### src/rtl/tqvp_stevej_wwdt_multi.sv
`default_nettype none
// ============================================================================
// Module   : tqvp_stevej_wwdt_multi
// Purpose  : Multi-channel windowed watchdog for the TinyQV peripheral bus.
//            Each channel counts prescaler ticks through a CLOSED window
//            (pats are early) and an OPEN window (pats are accepted). It
//            expires when the count reaches WIN_CLOSE without a pat.
//            Faults are sticky write-1-to-clear flags. A per-channel mask
//            lets a flag drive the shared interrupt.
// Revision : 1.0  initial release
// ----------------------------------------------------------------------------
// Ports:
//   clk            in   clock
//   rst_n          in   synchronous active-low reset
//   ui_in[7:0]     in   input PMOD, readable at 0x32
//   uo_out[7:0]    out  [3:0] channel expired, [7:4] channel enabled
//   address[5:0]   in   register address (channel c at c*8, globals at 0x30+)
//   data_in[31:0]  in   write data
//   data_write_n   in   2'b11 = idle, anything else = write
//   data_read_n    in   unused
//   data_out[31:0] out  combinational read data
//   data_ready     out  always 1
//   user_interrupt out  OR of (IRQ_EN & any sticky fault) over channels
// ============================================================================
module tqvp_stevej_wwdt_multi #(
  parameter int         NUM_CH  = 2,
  parameter int         CNT_W   = 24,
  parameter int         PRE_W   = 8,
  parameter logic [7:0] PAT_KEY = 8'h5A
) (
  input  logic        clk,
  input  logic        rst_n,
  input  logic [7:0]  ui_in,
  output logic [7:0]  uo_out,
  input  logic [5:0]  address,
  input  logic [31:0] data_in,
  input  logic [1:0]  data_write_n,
  input  logic [1:0]  data_read_n,
  output logic [31:0] data_out,
  output logic        data_ready,
  output logic        user_interrupt
);

  typedef enum logic [1:0] {
    ST_IDLE    = 2'd0,
    ST_CLOSED  = 2'd1,
    ST_OPEN    = 2'd2,
    ST_EXPIRED = 2'd3
  } ch_state_e;

  localparam logic [5:0] ADDR_PRESCALE = 6'h30;
  localparam logic [5:0] ADDR_IRQ_SUM  = 6'h31;
  localparam logic [5:0] ADDR_UI_IN    = 6'h32;

  logic wr_en;
  assign wr_en      = (data_write_n != 2'b11);
  assign data_ready = 1'b1;

  // --------------------------------------------------------------------------
  // Shared prescaler: one tick every PRESCALE+1 cycles.
  // --------------------------------------------------------------------------
  logic [PRE_W-1:0] prescale_q, prescale_d;
  logic [PRE_W-1:0] pre_cnt_q, pre_cnt_d;
  logic             tick;
  logic             wr_prescale;

  assign wr_prescale = wr_en && (address == ADDR_PRESCALE);

  always_comb begin
    prescale_d = prescale_q;
    pre_cnt_d  = pre_cnt_q + PRE_W'(1);
    tick       = (pre_cnt_q == prescale_q);
    if (wr_prescale) begin
      prescale_d = data_in[PRE_W-1:0];
    end
    // A new prescale value restarts the period from zero.
    if (wr_prescale || tick) begin
      pre_cnt_d = '0;
    end
  end

  always_ff @(posedge clk) begin
    if (!rst_n) begin
      prescale_q <= '0;
      pre_cnt_q  <= '0;
    end else begin
      prescale_q <= prescale_d;
      pre_cnt_q  <= pre_cnt_d;
    end
  end

  // --------------------------------------------------------------------------
  // Channels
  // --------------------------------------------------------------------------
  logic [NUM_CH-1:0]       expired_vec;
  logic [NUM_CH-1:0]       enabled_vec;
  logic [NUM_CH-1:0]       fault_vec;
  logic [NUM_CH-1:0]       irq_vec;
  logic [NUM_CH-1:0][31:0] ch_rd;

  for (genvar c = 0; c < NUM_CH; c++) begin : g_ch
    localparam logic [2:0] CH_IDX = 3'(c);

    ch_state_e        state_q, state_d;
    logic [2:0]       ctrl_q, ctrl_d;         // [0] EN, [1] LOCK, [2] IRQ_EN
    logic [CNT_W-1:0] win_open_q, win_open_d;
    logic [CNT_W-1:0] win_close_q, win_close_d;
    logic [CNT_W-1:0] count_q, count_d;
    logic [2:0]       flags_q, flags_d;       // [0] EARLY, [1] LATE, [2] KEYERR

    logic             hit;
    logic             locked;
    logic             ctrl_wr, pat_wr, st_wr;
    logic             ctrl_takes;
    logic             pat_valid;
    logic             at_close;
    logic [CNT_W-1:0] cnt_inc;
    logic [2:0]       set_flags;
    logic             running;
    logic [31:0]      rd;

    assign hit     = wr_en && (address[5:3] == CH_IDX);
    assign locked  = ctrl_q[1] & ctrl_q[0];
    assign ctrl_wr = hit && (address[2:0] == 3'd0) && !locked;
    assign pat_wr  = hit && (address[2:0] == 3'd3);
    assign st_wr   = hit && (address[2:0] == 3'd4);
    assign running = (state_q == ST_CLOSED) || (state_q == ST_OPEN);

    always_comb begin
      state_d     = state_q;
      ctrl_d      = ctrl_q;
      win_open_d  = win_open_q;
      win_close_d = win_close_q;
      count_d     = count_q;
      set_flags   = 3'b000;
      cnt_inc     = count_q + CNT_W'(1);
      // >= rather than == so that a window shrunk below the live count still
      // expires instead of letting the counter run on and wrap.
      at_close    = (count_q >= win_close_q) || (count_q == {CNT_W{1'b1}});
      pat_valid   = pat_wr && (data_in[7:0] == PAT_KEY) && running;
      ctrl_takes  = ctrl_wr && (!data_in[0] || (state_q == ST_IDLE));

      if (hit && !locked && (address[2:0] == 3'd1)) begin
        win_open_d = data_in[CNT_W-1:0];
      end
      if (hit && !locked && (address[2:0] == 3'd2)) begin
        win_close_d = data_in[CNT_W-1:0];
      end
      if (ctrl_wr) begin
        ctrl_d = data_in[2:0];
      end

      if (pat_wr && (data_in[7:0] != PAT_KEY)) begin
        set_flags[2] = 1'b1;
      end

      if (ctrl_takes) begin
        // Disable, or start from IDLE: either way the count restarts at zero.
        state_d = data_in[0] ? ST_CLOSED : ST_IDLE;
        count_d = '0;
      end else if (pat_valid) begin
        // A pat beats a coincident tick, so it can rescue the last cycle.
        count_d = '0;
        state_d = ST_CLOSED;
        if (state_q == ST_CLOSED) begin
          set_flags[0] = 1'b1;
        end
      end else if (tick && running) begin
        if (at_close) begin
          state_d      = ST_EXPIRED;
          set_flags[1] = 1'b1;
        end else begin
          count_d = cnt_inc;
          if ((state_q == ST_CLOSED) && (cnt_inc > win_open_q)) begin
            state_d = ST_OPEN;
          end
        end
      end

      // Setting a fault has priority over clearing it in the same cycle.
      flags_d = (flags_q & ~(st_wr ? data_in[2:0] : 3'b000)) | set_flags;
    end

    always_ff @(posedge clk) begin
      if (!rst_n) begin
        state_q     <= ST_IDLE;
        ctrl_q      <= '0;
        win_open_q  <= '0;
        win_close_q <= '0;
        count_q     <= '0;
        flags_q     <= '0;
      end else begin
        state_q     <= state_d;
        ctrl_q      <= ctrl_d;
        win_open_q  <= win_open_d;
        win_close_q <= win_close_d;
        count_q     <= count_d;
        flags_q     <= flags_d;
      end
    end

    always_comb begin
      rd = '0;
      if (address[5:3] == CH_IDX) begin
        case (address[2:0])
          3'd0:    rd[2:0]       = ctrl_q;
          3'd1:    rd[CNT_W-1:0] = win_open_q;
          3'd2:    rd[CNT_W-1:0] = win_close_q;
          3'd4:    rd[3:0]       = {running, flags_q};
          3'd5:    rd[CNT_W-1:0] = count_q;
          default: rd            = '0;
        endcase
      end
    end

    assign ch_rd[c]       = rd;
    assign expired_vec[c] = (state_q == ST_EXPIRED);
    assign enabled_vec[c] = ctrl_q[0];
    assign fault_vec[c]   = |flags_q;
    assign irq_vec[c]     = ctrl_q[2] & (|flags_q);
  end

  // --------------------------------------------------------------------------
  // Outputs and read mux
  // --------------------------------------------------------------------------
  logic [3:0] expired4, enabled4;

  always_comb begin
    expired4               = '0;
    enabled4               = '0;
    expired4[NUM_CH-1:0]   = expired_vec;
    enabled4[NUM_CH-1:0]   = enabled_vec;
  end

  assign uo_out         = {enabled4, expired4};
  assign user_interrupt = |irq_vec;

  always_comb begin
    data_out = '0;
    for (int c = 0; c < NUM_CH; c++) begin
      data_out = data_out | ch_rd[c];
    end
    case (address)
      ADDR_PRESCALE: data_out[PRE_W-1:0]  = prescale_q;
      ADDR_IRQ_SUM:  data_out[NUM_CH-1:0] = fault_vec;
      ADDR_UI_IN:    data_out[7:0]        = ui_in;
      default:       ;
    endcase
  end

  logic unused_ok;
  assign unused_ok = &{1'b0, data_read_n, data_in};

endmodule

`default_nettype wire

### config.mk
export PLATFORM = sky130hd
export DESIGN_NAME = tqvp_stevej_wwdt_multi
export DESIGN_NICKNAME = d
export VERILOG_FILES = /design/src/rtl/tqvp_stevej_wwdt_multi.sv
export SDC_FILE = /design/constraint.sdc
export NUM_CORES = 1
export LEC_CHECK = 0
export ABC_AREA = 1
export CORE_AREA = 4 4 180 182
export CTS_CLUSTER_DIAMETER = 100
export DETAILED_ROUTE_END_ITERATION = 8
export DIE_AREA = 0 0 184 186
export PLACE_DENSITY_LB_ADDON = 0.3
export SLEW_MARGIN = 20
export SYNTH_ARGS = -nofsm -noshare
export SYNTH_HDL_FRONTEND = slang
export SYNTH_SLANG_ARGS = --single-unit
### constraint.sdc
create_clock -name clk -period 3.7 [get_ports clk]
set_input_delay 0.37 -clock clk [delete_from_list [all_inputs] [get_ports clk]]
set_output_delay 0.37 -clock clk [all_outputs]
set_load 0.1 [all_outputs]
==> results.ini, run 1 <==
[sta]
fin_ws_ns = 0.3226
timing.final.crit_share = 0.9128
worst_pin_slew_ns = 1.007
setup_viol = 0
setup_tns_ns = 0
relSlewSlack = 0.3264
min_period_ns = 3.377
fin_skew_ns = 0.01859
finalMaxSlewViolations = 0
max_freq_mhz = 296.1
hold_violations = 0
rsz0062_at_grt = no
holdWs_ns = 0.4704

[floorplanning]
die_x_um = 184
initial_core_util = 0.3683
die_h_um = 186
ios = 94
die-area_um2 = 34220
core_um2 = 30590
placementRows = 64

[worst_setup_path]
critPathLaunchType = flip-flop
critPathMaxStageDelay_ns = 0.46
critPathRequiredTime_ns = 4.04
crit_chain = nand3_1, inv_1, nand2_1, inv_1, nand2_1, nor2_1, nand2_1, inv_1, nand2_1, o21ai_0, inv_1, ha_1, nand2_1, nor2_1, nand2_1, nor2_1, nand2_1, nand3_1, nand2_1, nand3_1, nand2_1, inv_1, nor2_1
r2r_cells = 23
rr_startpoint = g_ch[1].count_q[2]$_SDFFE_PP0P_
rrSetupSlack_ns = 0.32
cpMostUsedCell = nand2_1
crit_slowest_cell = dfxtp_1
critPathCaptureType = flip-flop
critPathMaxFanout = 6
cp_data_arrival_time_ns = 3.72
worstSetupPathType = flip-flop to flip-flop
r2r_end = g_ch[1].state_q[0]$_SDFFE_PN0P_

[worst_hold_path]
whs_path_depth = 1
hold_path.class = flip-flop to flip-flop
worstHoldStart = pre_cnt_q[0]$_SDFF_PP0_
min_to = pre_cnt_q[0]$_SDFF_PP0_

[drt]
drt_first_pass_iters = 6
vias_per_cell = 5.310
via_count = 10860
postRouteAntennaNets = 0
drt_iter0_drc = 857
remaining_drc_errors = 0
post_drt_wl_per_cell_um = 17.63
routed_wl_mm = 36.05

[synthesis]
synth.avg_cell_area_um2 = 7.104
yosysSeqAreaShare = 0.3127
yosysUniqueCellTypes = 48
synth-warning-count = 0
synth_compound_area_frac = 0.2470
ys_async_sr_fraction = 0
synthMuxAreaShare = 0
synth_edf_count = 0
synthCells = 1586
synth_xor_area_frac = 0.03809
synth_top_family_by_area = compound AO/OA/AOI/OAI gates
synthFlopType = dfxtp_1
synth_fa_ha_area_frac = 0.1166
synthSimpleGateAreaFrac = 0.1692
syn_area_um2 = 11270
ys_ff_latch = 176

[global_route]
grt_pass1_vias = 10230
overflow = 0
grt_usage = 0.2083
grt_pass1_wl_mm = 56.08
grt_max_degree = 41
antenna_found_initial = 0

[clocking]
hold_buffers = 0
cts_buffers = 17
clock_path_buffers = 2
worstSkewPairLatency_ns = 0.45
htree_num_levels = 4
cts-root-buf = clkbuf_16
cts_sinks = 176
ctsResizeCount = 0
tritoncts = built
post-cts-setup-buffers = 0
clk_pin_slew_ns = 0.07

[outcome]
status = finished clean

[placed_design]
dp_hpwl_mm = 27.13
port-buffer-count = 70
routabilityCongestion = 0.9348
pre_cts_ws_ns = 0.4762

[pwr]
p_leak_uw = 0.005441
ir_drop_uv = 326.0
power.share.sequential = 0.339
p_int_uw = 3869
switchingPower_uw = 2592
pwr-share-clk = 0.303
swShare = 0.4012
p_per_area_nw_per_um2 = 491.1
pwr-share-comb = 0.358

[finish]
area_growth_pct = 16.76
fin_nets = 1793
final_util = 0.4301
drive_gt1_frac = 0.08308
mostFrequentLayoutCells = 228 x a21oi_1, 226 x nand2_1, 225 x inv_1
layout_commonest_cell = a21oi_1
diodes = 0

[job]
drv_cap = 0

worst max path at each step:
stage                                    start  depth (start not counted)  slack (ns)                              end
4_1_cts        g_ch[1].count_q[2]$_SDFFE_PP0P_                         24        0.42  g_ch[1].state_q[0]$_SDFFE_PN0P_
5_1_grt        g_ch[1].count_q[2]$_SDFFE_PP0P_                         23        0.05  g_ch[1].state_q[0]$_SDFFE_PN0P_
3_5_place_dp   g_ch[1].count_q[2]$_SDFFE_PP0P_                         23        0.48  g_ch[1].state_q[0]$_SDFFE_PN0P_
6_report       g_ch[1].count_q[2]$_SDFFE_PP0P_                         23        0.32  g_ch[1].state_q[0]$_SDFFE_PN0P_
2_1_floorplan                       address[0]                          7        0.53                      data_out[5]
3_3_place_gp   g_ch[1].count_q[2]$_SDFFE_PP0P_                         23        0.54  g_ch[1].state_q[0]$_SDFFE_PN0P_
critical path, delay by kind of cell (launching register included):
| kind | cells | cell delay, ns |
|---|---|---|
| simple gates | 16 | 1.77 |
| flops | 1 | 0.46 |
| buf+inv | 5 | 0.45 |
| fa+ha+maj | 1 | 0.29 |
| compound gates | 1 | 0.28 |
final cells by class:
cell class                 count  area, um^2
multi-input combinational   1107        6484
timing repair buffer          95        1136
clock inverter                15       193.9
tap                          396       495.5
clock buffer                  17       425.4
inverter                     239       897.1
sequential                   176        3523
fill                        3162       17430
synthesized netlist by cell type, types with 16 or more instances:
cell type  instances  area, um^2
a21oi_1          228        1141
nand2_1          226       848.3
inv_1            225       844.6
dfxtp_1          176        3523
o21ai_0          165       825.8
ha_1             105        1314
nor2_1            94       352.8
o22ai_1           58       362.9
xor2_1            44       385.4
clkbuf_1          43       161.4
nand3_1           35       175.2
nand4_1           22       137.6
nor3_1            18       90.09
buf_4             16       120.1
metal layers:
| metal | GRT usage | up-vias | wire, um | share of wire |
|---|---|---|---|---|
| met1 | 0.2821 | 5051 | 16510 | 0.46 |
| met4 | 0.05472 | 0 | 633 | 0.018 |
| met5 | 0 | - | 0 | 0 |
| met3 | 0.03361 | 44 | 2166 | 0.060 |
| met2 | 0.3466 | 341 | 16740 | 0.46 |
| li1 | - | 5422 | - | - |
power by group through the flow:
| stage | sequential (uW) | clock [uW] | combinational, uW |
|---|---|---|---|
| final | 2190 | 1960 | 2310 |
| after global routing | 2210 | 2050 | 2590 |
| after CTS | 2180 | 1990 | 2280 |
| after detailed placement | 2230 | 0 | 2270 |
| after global placement | 2220 | 0 | 2220 |
| after floorplan | 2180 | 0 | 1720 |
metrics by stage:
stage | instance area (um^2) | std cells | total power (uW)
floorplan | 11310 | 1597 | 3896
global placement | 12540 | 2013 | 4442
detailed placement | 12540 | 2013 | 4495
CTS | 13160 | 2045 | 6456
global route | 13160 | 2045 | 6851
finish | 13160 | 2045 | 6461
state kept, by name, summed over array words and instances (netlist names):
name              flops
prescale_q            8
g_ch.state_q          4
g_ch.win_close_q     48
g_ch.count_q         48
g_ch.flags_q          6
pre_cnt_q             8
g_ch.ctrl_q           6
g_ch.win_open_q      48
logic make-up (layout without fill, tap and decap cells):
| family | count (synthesis) | after routing |
|---|---|---|
| AOI/OAI and AO/OA | 510 | 510 |
| xor gates and xnor gates | 49 | 49 |
| adders and majority gates | 105 | 105 |
| buffers and inverters | 314 | 366 |
| DFF | 176 | 176 |
| other | 2 | 13 |
| and+or+nand+nor | 430 | 430 |
Note: power is estimated with default switching activity, not from simulation.
==> run 2: changes to the inputs <==
--- a/config.mk
+++ b/config.mk
@@ -10,7 +10,9 @@
 export CTS_CLUSTER_DIAMETER = 100
 export DETAILED_ROUTE_END_ITERATION = 8
 export DIE_AREA = 0 0 184 186
+export GPL_ROUTABILITY_DRIVEN = 0
 export PLACE_DENSITY_LB_ADDON = 0.3
+export SETUP_SLACK_MARGIN = 0.3
 export SLEW_MARGIN = 20
 export SYNTH_ARGS = -nofsm -noshare
 export SYNTH_HDL_FRONTEND = slang
==> run 2 against run 1 <==
Global-route usage is 0.26 points lower. Power shrank 2.5%. Hold slack got worse by 0.090 ns. Non-clock buffer count is the same. Die area did not move. Sequential share of layout area is 0.13 points higher. Largest cell class unchanged. First-iteration DRC count grew 15%.
==> results.ini, run 2 (synthesized netlist as in run 1, its figures left out) <==
[sta]
max_freq_mhz = 319.3  ; was 296.1 MHz
rsz0062_at_grt = yes  ; was no
setup_viol = 0  ; unchanged
min_period_ns = 3.132  ; was 3.377 ns
relSlewSlack = 0.3401  ; was 0.3264
hold_violations = 0  ; unchanged
timing.final.crit_share = 0.8464  ; was 0.9128
fin_skew_ns = 0.009297  ; was 0.01859 ns
finalMaxSlewViolations = 0  ; unchanged
worst_pin_slew_ns = 0.9867  ; was 1.007 ns
setup_tns_ns = 0  ; unchanged
holdWs_ns = 0.3807  ; was 0.4704 ns

[drt]
via_count = 10820  ; was 10860
post_drt_wl_per_cell_um = 17.29  ; was 17.63 um
drt_iter0_drc = 982  ; was 857
vias_per_cell = 5.292  ; was 5.310
drt_first_pass_iters = 5  ; was 6
remaining_drc_errors = 0  ; unchanged
postRouteAntennaNets = 0  ; unchanged
routed_wl_mm = 35.37  ; was 36.05 mm

[global_route]
use_met3 = 0.03674  ; was 0.03361
use_met1 = 0.2839  ; was 0.2821
grt_usage = 0.2057  ; was 0.2083
grt_pass1_vias = 10290  ; was 10230
grt_max_degree = 60  ; was 41
overflow = 0  ; unchanged
grt_pass1_wl_mm = 55.76  ; was 56.08 mm
antenna_found_initial = 0  ; unchanged
grt.busiest_layer = met2  ; unchanged
grt_util_met2 = 0.3306  ; was 0.3466

[clocking]
ctsResizeCount = 0  ; unchanged
clock_path_buffers = 2  ; unchanged
clk_pin_slew_ns = 0.07  ; about the same
worstSkewPairLatency_ns = 0.44  ; was 0.45 ns
htree_num_levels = 4  ; unchanged
cts_buffers = 17  ; unchanged
hold_buffers = 0  ; unchanged
cts_sinks = 176  ; unchanged
cts-root-buf = clkbuf_16  ; unchanged
tritoncts = built  ; unchanged
post-cts-setup-buffers = 0  ; unchanged

[worst_setup_path]
critPathRequiredTime_ns = 3.33  ; was 4.04 ns
cp_data_arrival_time_ns = 2.76  ; was 3.72 ns
critPathMaxFanout = 15  ; was 6
critPathCaptureType = primary output  ; was flip-flop
worstSetupStartpoint = address[1]  ; was g_ch[1].count_q[2]$_SDFFE_PP0P_
worstSetupPathType = input pin to primary output  ; was flip-flop to flip-flop
rr_startpoint = g_ch[1].count_q[0]$_SDFFE_PP0P_  ; was g_ch[1].count_q[2]$_SDFFE_PP0P_
critPathLaunchType = input pin  ; was flip-flop

[placed_design]
dp_hpwl_mm = 26.97  ; was 27.13 mm
port-buffer-count = 70  ; unchanged

[pwr]
p_per_area_nw_per_um2 = 480.6  ; was 491.1 nW/um^2
ir_drop_uv = 322.0  ; was 326.0 uV
p_leak_uw = 0.005422  ; was 0.005441 uW

[floorplanning]
die-area_um2 = 34220  ; unchanged
initial_core_util = 0.3683  ; unchanged
core_um2 = 30590  ; unchanged
die_h_um = 186  ; unchanged
die_x_um = 184  ; unchanged
placementRows = 64  ; unchanged
ios = 94  ; unchanged

[finish]
fin_nets = 1793  ; unchanged
regArea_um2 = 3527  ; was 3523 um^2
drive_gt1_frac = 0.08551  ; was 0.08308
area_growth_pct = 16.34  ; was 16.76%
layout_commonest_cell = a21oi_1  ; unchanged
multi_input_area_um2 = 6491  ; was 6484 um^2
mostFrequentLayoutCells = 228 x a21oi_1, 226 x nand2_1, 225 x inv_1  ; unchanged
diodes = 0  ; unchanged
reg.largest.list = g_ch.count_q (48), g_ch.win_close_q (48), g_ch.win_open_q (48)  ; unchanged
fill_cells = 3172  ; was 3162

[job]
drv_cap = 0  ; unchanged

[outcome]
status = finished clean  ; unchanged

[worst_hold_path]
hold_path.class = input pin to flip-flop  ; was flip-flop to flip-flop
worstHoldStart = rst_n  ; was pre_cnt_q[0]$_SDFF_PP0_

## run 2: cell types whose count changed in the layout (fill, tap and decap cells not counted), sizes merged
cell / delta
inv: -3
clkinvlp: -2
bufinv: -2
clkbuf: +2
clkinv: +5
## run 2: per-stage QoR
| step | cell area (um^2) | worst slack, ns | instances | power (uW) | utilization |
|---|---|---|---|---|---|
| global route | 13110 | 0.2364 | 2045 | 6722 | 0.4285 |
| CTS | 13100 | 0.5093 | 2045 | 6291 | 0.4281 |
| floorplan | 11310 | 0.5326 | 1597 | 3896 | - |
| global placement | 12520 | 0.5388 | 2013 | 4440 | 0.4094 |
| detailed placement | 12520 | 0.5433 | 2013 | 4492 | 0.4094 |
| finish | 13110 | 0.5682 | 2045 | 6299 | 0.4285 |
## run 2: final timing paths
| kind | cells after the start | to | slack (ns) |
|---|---|---|---|
| worst max-delay path | 9 | data_out[8] | 0.57 |
| worst min-delay path | 3 | g_ch[1].win_open_q[0]$_SDFFE_PN0P_ | 0.38 |
| worst max register to register | 23 | g_ch[1].state_q[0]$_SDFFE_PN0P_ | 0.58 |
| worst min register to register | 1 | pre_cnt_q[0]$_SDFF_PP0_ | 0.48 |
## run 2: per-layer routing
metal,part of all wire,vias up
li1,-,5420
met1,0.46,4968
met2,0.45,379
met3,0.068,55
met4,0.025,0
met5,0,-
## run 2: critical path: stages
cell	delay [ns]
clkdlybuf4s50_1	0.55
nand2_1	0.11
nor2_2	0.10
inv_1	0.33
buf_4	0.33
o22ai_1	0.19
a21oi_1	0.09
o22ai_1	0.43
buf_12	0.24
## run 2: layout make-up
type,count,share of cell area
tap,396,0.03780
multi-input combinational,1107,0.4952
inverter,239,0.06844
clock inverter,13,0.009927
sequential,176,0.2691
timing repair buffer,95,0.08572
clock buffer,19,0.03379
## run 2: where the power goes
| part | total [uW] | internal [uW] | leakage (uW) | switching, uW |
|---|---|---|---|---|
| logic | 2300 | 760 | 0.00373 | 1540 |
| clock network | 1810 | 960 | 0.000272 | 853 |
| registers | 2190 | 2030 | 0.00142 | 162 |
==> run 3: changes to the inputs <==
==> constraint.sdc (replaced) <==
create_clock -name clk -period 2.7 [get_ports clk]
set_input_delay 0.27 -clock clk [delete_from_list [all_inputs] [get_ports clk]]
set_output_delay 0.27 -clock clk [all_outputs]
set_load 0.1 [all_outputs]
==> run 3 against run 2 <==
Global-route usage rose by 1.4 points. Combinational power rose by 88%. Sequential cell count stayed put. The flow now finishes with violations (setup timing). Critical path depth is 11 higher. Hold slack worse by 0.065 ns. Largest power group unchanged. Highest routed layer unchanged. Critical path type is now flip-flop to flip-flop. Register-to-register slack lost 0.71 ns.
==> results.ini, run 3 (synthesized netlist as in run 1, its figures left out) <==
[pwr]
total_power_uw = 10080  ; was 6299 uW
power.share.sequential = 0.295  ; was 0.348
ir_drop_uv = 583.6  ; was 322.0 uV
p_per_area_nw_per_um2 = 666.9  ; was 480.6 nW/um^2
switchingPower_uw = 3984  ; was 2551 uW
p_leak_uw = 0.006512  ; was 0.005422 uW
pwr-share-comb = 0.430  ; was 0.364
p_int_uw = 6097  ; was 3748 uW
swShare = 0.3952  ; was 0.4049
pwr-share-clk = 0.276  ; was 0.288

[global_route]
overflow = 0  ; unchanged
grt_pass1_wl_mm = 59.55  ; was 55.76 mm
grt_pass1_vias = 11140  ; was 10290
antenna_found_initial = 0  ; unchanged
grt_usage = 0.2200  ; was 0.2057
grt_max_degree = 89  ; was 60

[floorplanning]
core_um2 = 30590  ; unchanged
placementRows = 64  ; unchanged
die_h_um = 186  ; unchanged
ios = 94  ; unchanged
initial_core_util = 0.3683  ; unchanged
die-area_um2 = 34220  ; unchanged
die_x_um = 184  ; unchanged

[finish]
multi_input_area_um2 = 7114  ; was 6491 um^2
reg.largest.list = g_ch.count_q (48), g_ch.win_close_q (48), g_ch.win_open_q (48)  ; unchanged
area_growth_pct = 34.17  ; was 16.34%
diodes = 0  ; unchanged
fin_nets = 1949  ; was 1793
fill_cells = 2922  ; was 3172
stdcell_area_um2 = 15120  ; was 13110 um^2
mostFrequentLayoutCells = 220 x a21oi_1, 219 x inv_1, 204 x nand2_1  ; was 228 x a21oi_1, 226 x nand2_1, 225 x inv_1
regArea_um2 = 3570  ; was 3527 um^2
drive_gt1_frac = 0.2327  ; was 0.08551
final_util = 0.4942  ; was 0.4285
layout_commonest_cell = a21oi_1  ; unchanged

[drt]
remaining_drc_errors = 0  ; unchanged
post_drt_wl_per_cell_um = 17.51  ; was 17.29 um
vias_per_cell = 5.289  ; was 5.292
postRouteAntennaNets = 0  ; unchanged
routed_wl_mm = 38.55  ; was 35.37 mm
via_count = 11640  ; was 10820
drt_first_pass_iters = 5  ; unchanged
drt_iter0_drc = 1000  ; was 982

[worst_setup_path]
cp_data_arrival_time_ns = 3.17  ; was 2.76 ns
r2r_cells = 20  ; was 23
critPathCaptureType = flip-flop  ; was primary output
worstSetupPathType = flip-flop to flip-flop  ; was input pin to primary output
critPathLaunchType = flip-flop  ; was input pin
critPathRequiredTime_ns = 3.04  ; was 3.33 ns
critPathMaxFanout = 3  ; was 15

[clocking]
hold_buffers = 0  ; unchanged
worstSkewPairLatency_ns = 0.44  ; about the same
clk_pin_slew_ns = 0.08  ; was 0.07 ns
htree_num_levels = 4  ; unchanged
cts-root-buf = clkbuf_16  ; unchanged
tritoncts = built  ; unchanged
cts_sinks = 176  ; unchanged
clock_path_buffers = 2  ; unchanged
cts_buffers = 17  ; unchanged

[outcome]
status = finished, violations left  ; was finished clean
violations = setup timing

[sta]
max_freq_mhz = 353.6
holdWs_ns = 0.3152  ; was 0.3807 ns
setup_viol = 2  ; was 0
hold_violations = 0  ; unchanged
fin_ws_ns = -0.1280  ; was 0.5682 ns
relSlewSlack = 0.4714  ; was 0.3401
min_period_ns = 2.828
timing.final.crit_share = 1.047
finalMaxSlewViolations = 0  ; unchanged
rsz0062_at_grt = yes  ; unchanged
worst_pin_slew_ns = 0.7929  ; was 0.9867 ns
fin_skew_ns = 0.01349  ; was 0.009297 ns

[worst_hold_path]
hold_path.class = input pin to flip-flop  ; unchanged
whs_path_depth = 3  ; unchanged

[placed_design]
pre_cts_ws_ns = -0.1682  ; was 0.5433 ns
dp_hpwl_mm = 28.39  ; was 26.97 mm
dpl_cell_area_um2 = 13680  ; was 12520 um^2
port-buffer-count = 70  ; unchanged

[job]
drv_cap = 0  ; unchanged

-- run 3: timing repair --
action | in CTS | in global routing
gates resized for setup | 53 | 108
pin swaps | 26 | 65
cloned | 0 | 2
setup endpoints to repair | 36 | 45
setup buffers | 9 | 16
-- run 3: path summary, 6_finish.rpt --
check | from | to | slack [ns]
hold reg to reg | pre_cnt_q[0]$_SDFF_PP0_ | pre_cnt_q[0]$_SDFF_PP0_ | 0.48
hold / removal | rst_n | g_ch[1].flags_q[0]$_SDFF_PN0_ | 0.32
setup reg to reg | g_ch[1].count_q[0]$_SDFFE_PP0P_ | g_ch[1].state_q[0]$_SDFFE_PN0P_ | -0.13
setup / recovery | g_ch[1].count_q[0]$_SDFFE_PP0P_ | g_ch[1].state_q[0]$_SDFFE_PN0P_ | -0.13
-- run 3: final cells by class --
type,count,area share
Timing Repair Buffer,249,0.1578
Multi-Input combinational cell,1109,0.4706
Tap cell,396,0.03278
Sequential cell,176,0.2361
Clock buffer,17,0.02814
Inverter,239,0.05959
Clock inverter,15,0.01490
-- run 3: power groups by stage --
stage	clock, uW	sequential, uW	combinational, uW
final	2780	2970	4330
after global routing	2940	2990	4760
after CTS	2820	2950	3570
after detailed placement	0	3000	3430
after global placement	0	2990	3360
after floorplan	0	2990	2370
-- run 3: stage by stage --
| stage | TNS [ns] | instances |
|---|---|---|
| detailed placement | -0.3575 | 2142 |
| global placement | -0.2125 | 2142 |
| finish | -0.2193 | 2201 |
| CTS | -0.1325 | 2183 |
| floorplan | 0 | 1597 |
| global route | -0.7341 | 2201 |
-- run 3: critical path: stages (launching register included) --
cell and delay [ns]:
dfxtp_4 0.37, ha_4 0.15, nand2_4 0.05, nor2_4 0.13, nand2_4 0.08, nor2_8 0.12
nand2_4 0.08, nor2_4 0.16, buf_6 0.11, nand2_1 0.06, xor2_1 0.22, inv_1 0.07
ha_1 0.28, nand2_2 0.10, o21ai_1 0.08, a21oi_1 0.20, nand3_1 0.12, nand2_2 0.12
nand4_1 0.09, nand2_1 0.07, nor2_1 0.05
-- run 3: metal layers --
metal	vias to the layer above	GRT usage	wire length, um
li1	5742	-	-
met1	5435	0.2930	17350
met2	405	0.3728	18110
met3	58	0.03772	2268
met4	0	0.05294	815
met5	-	0	0
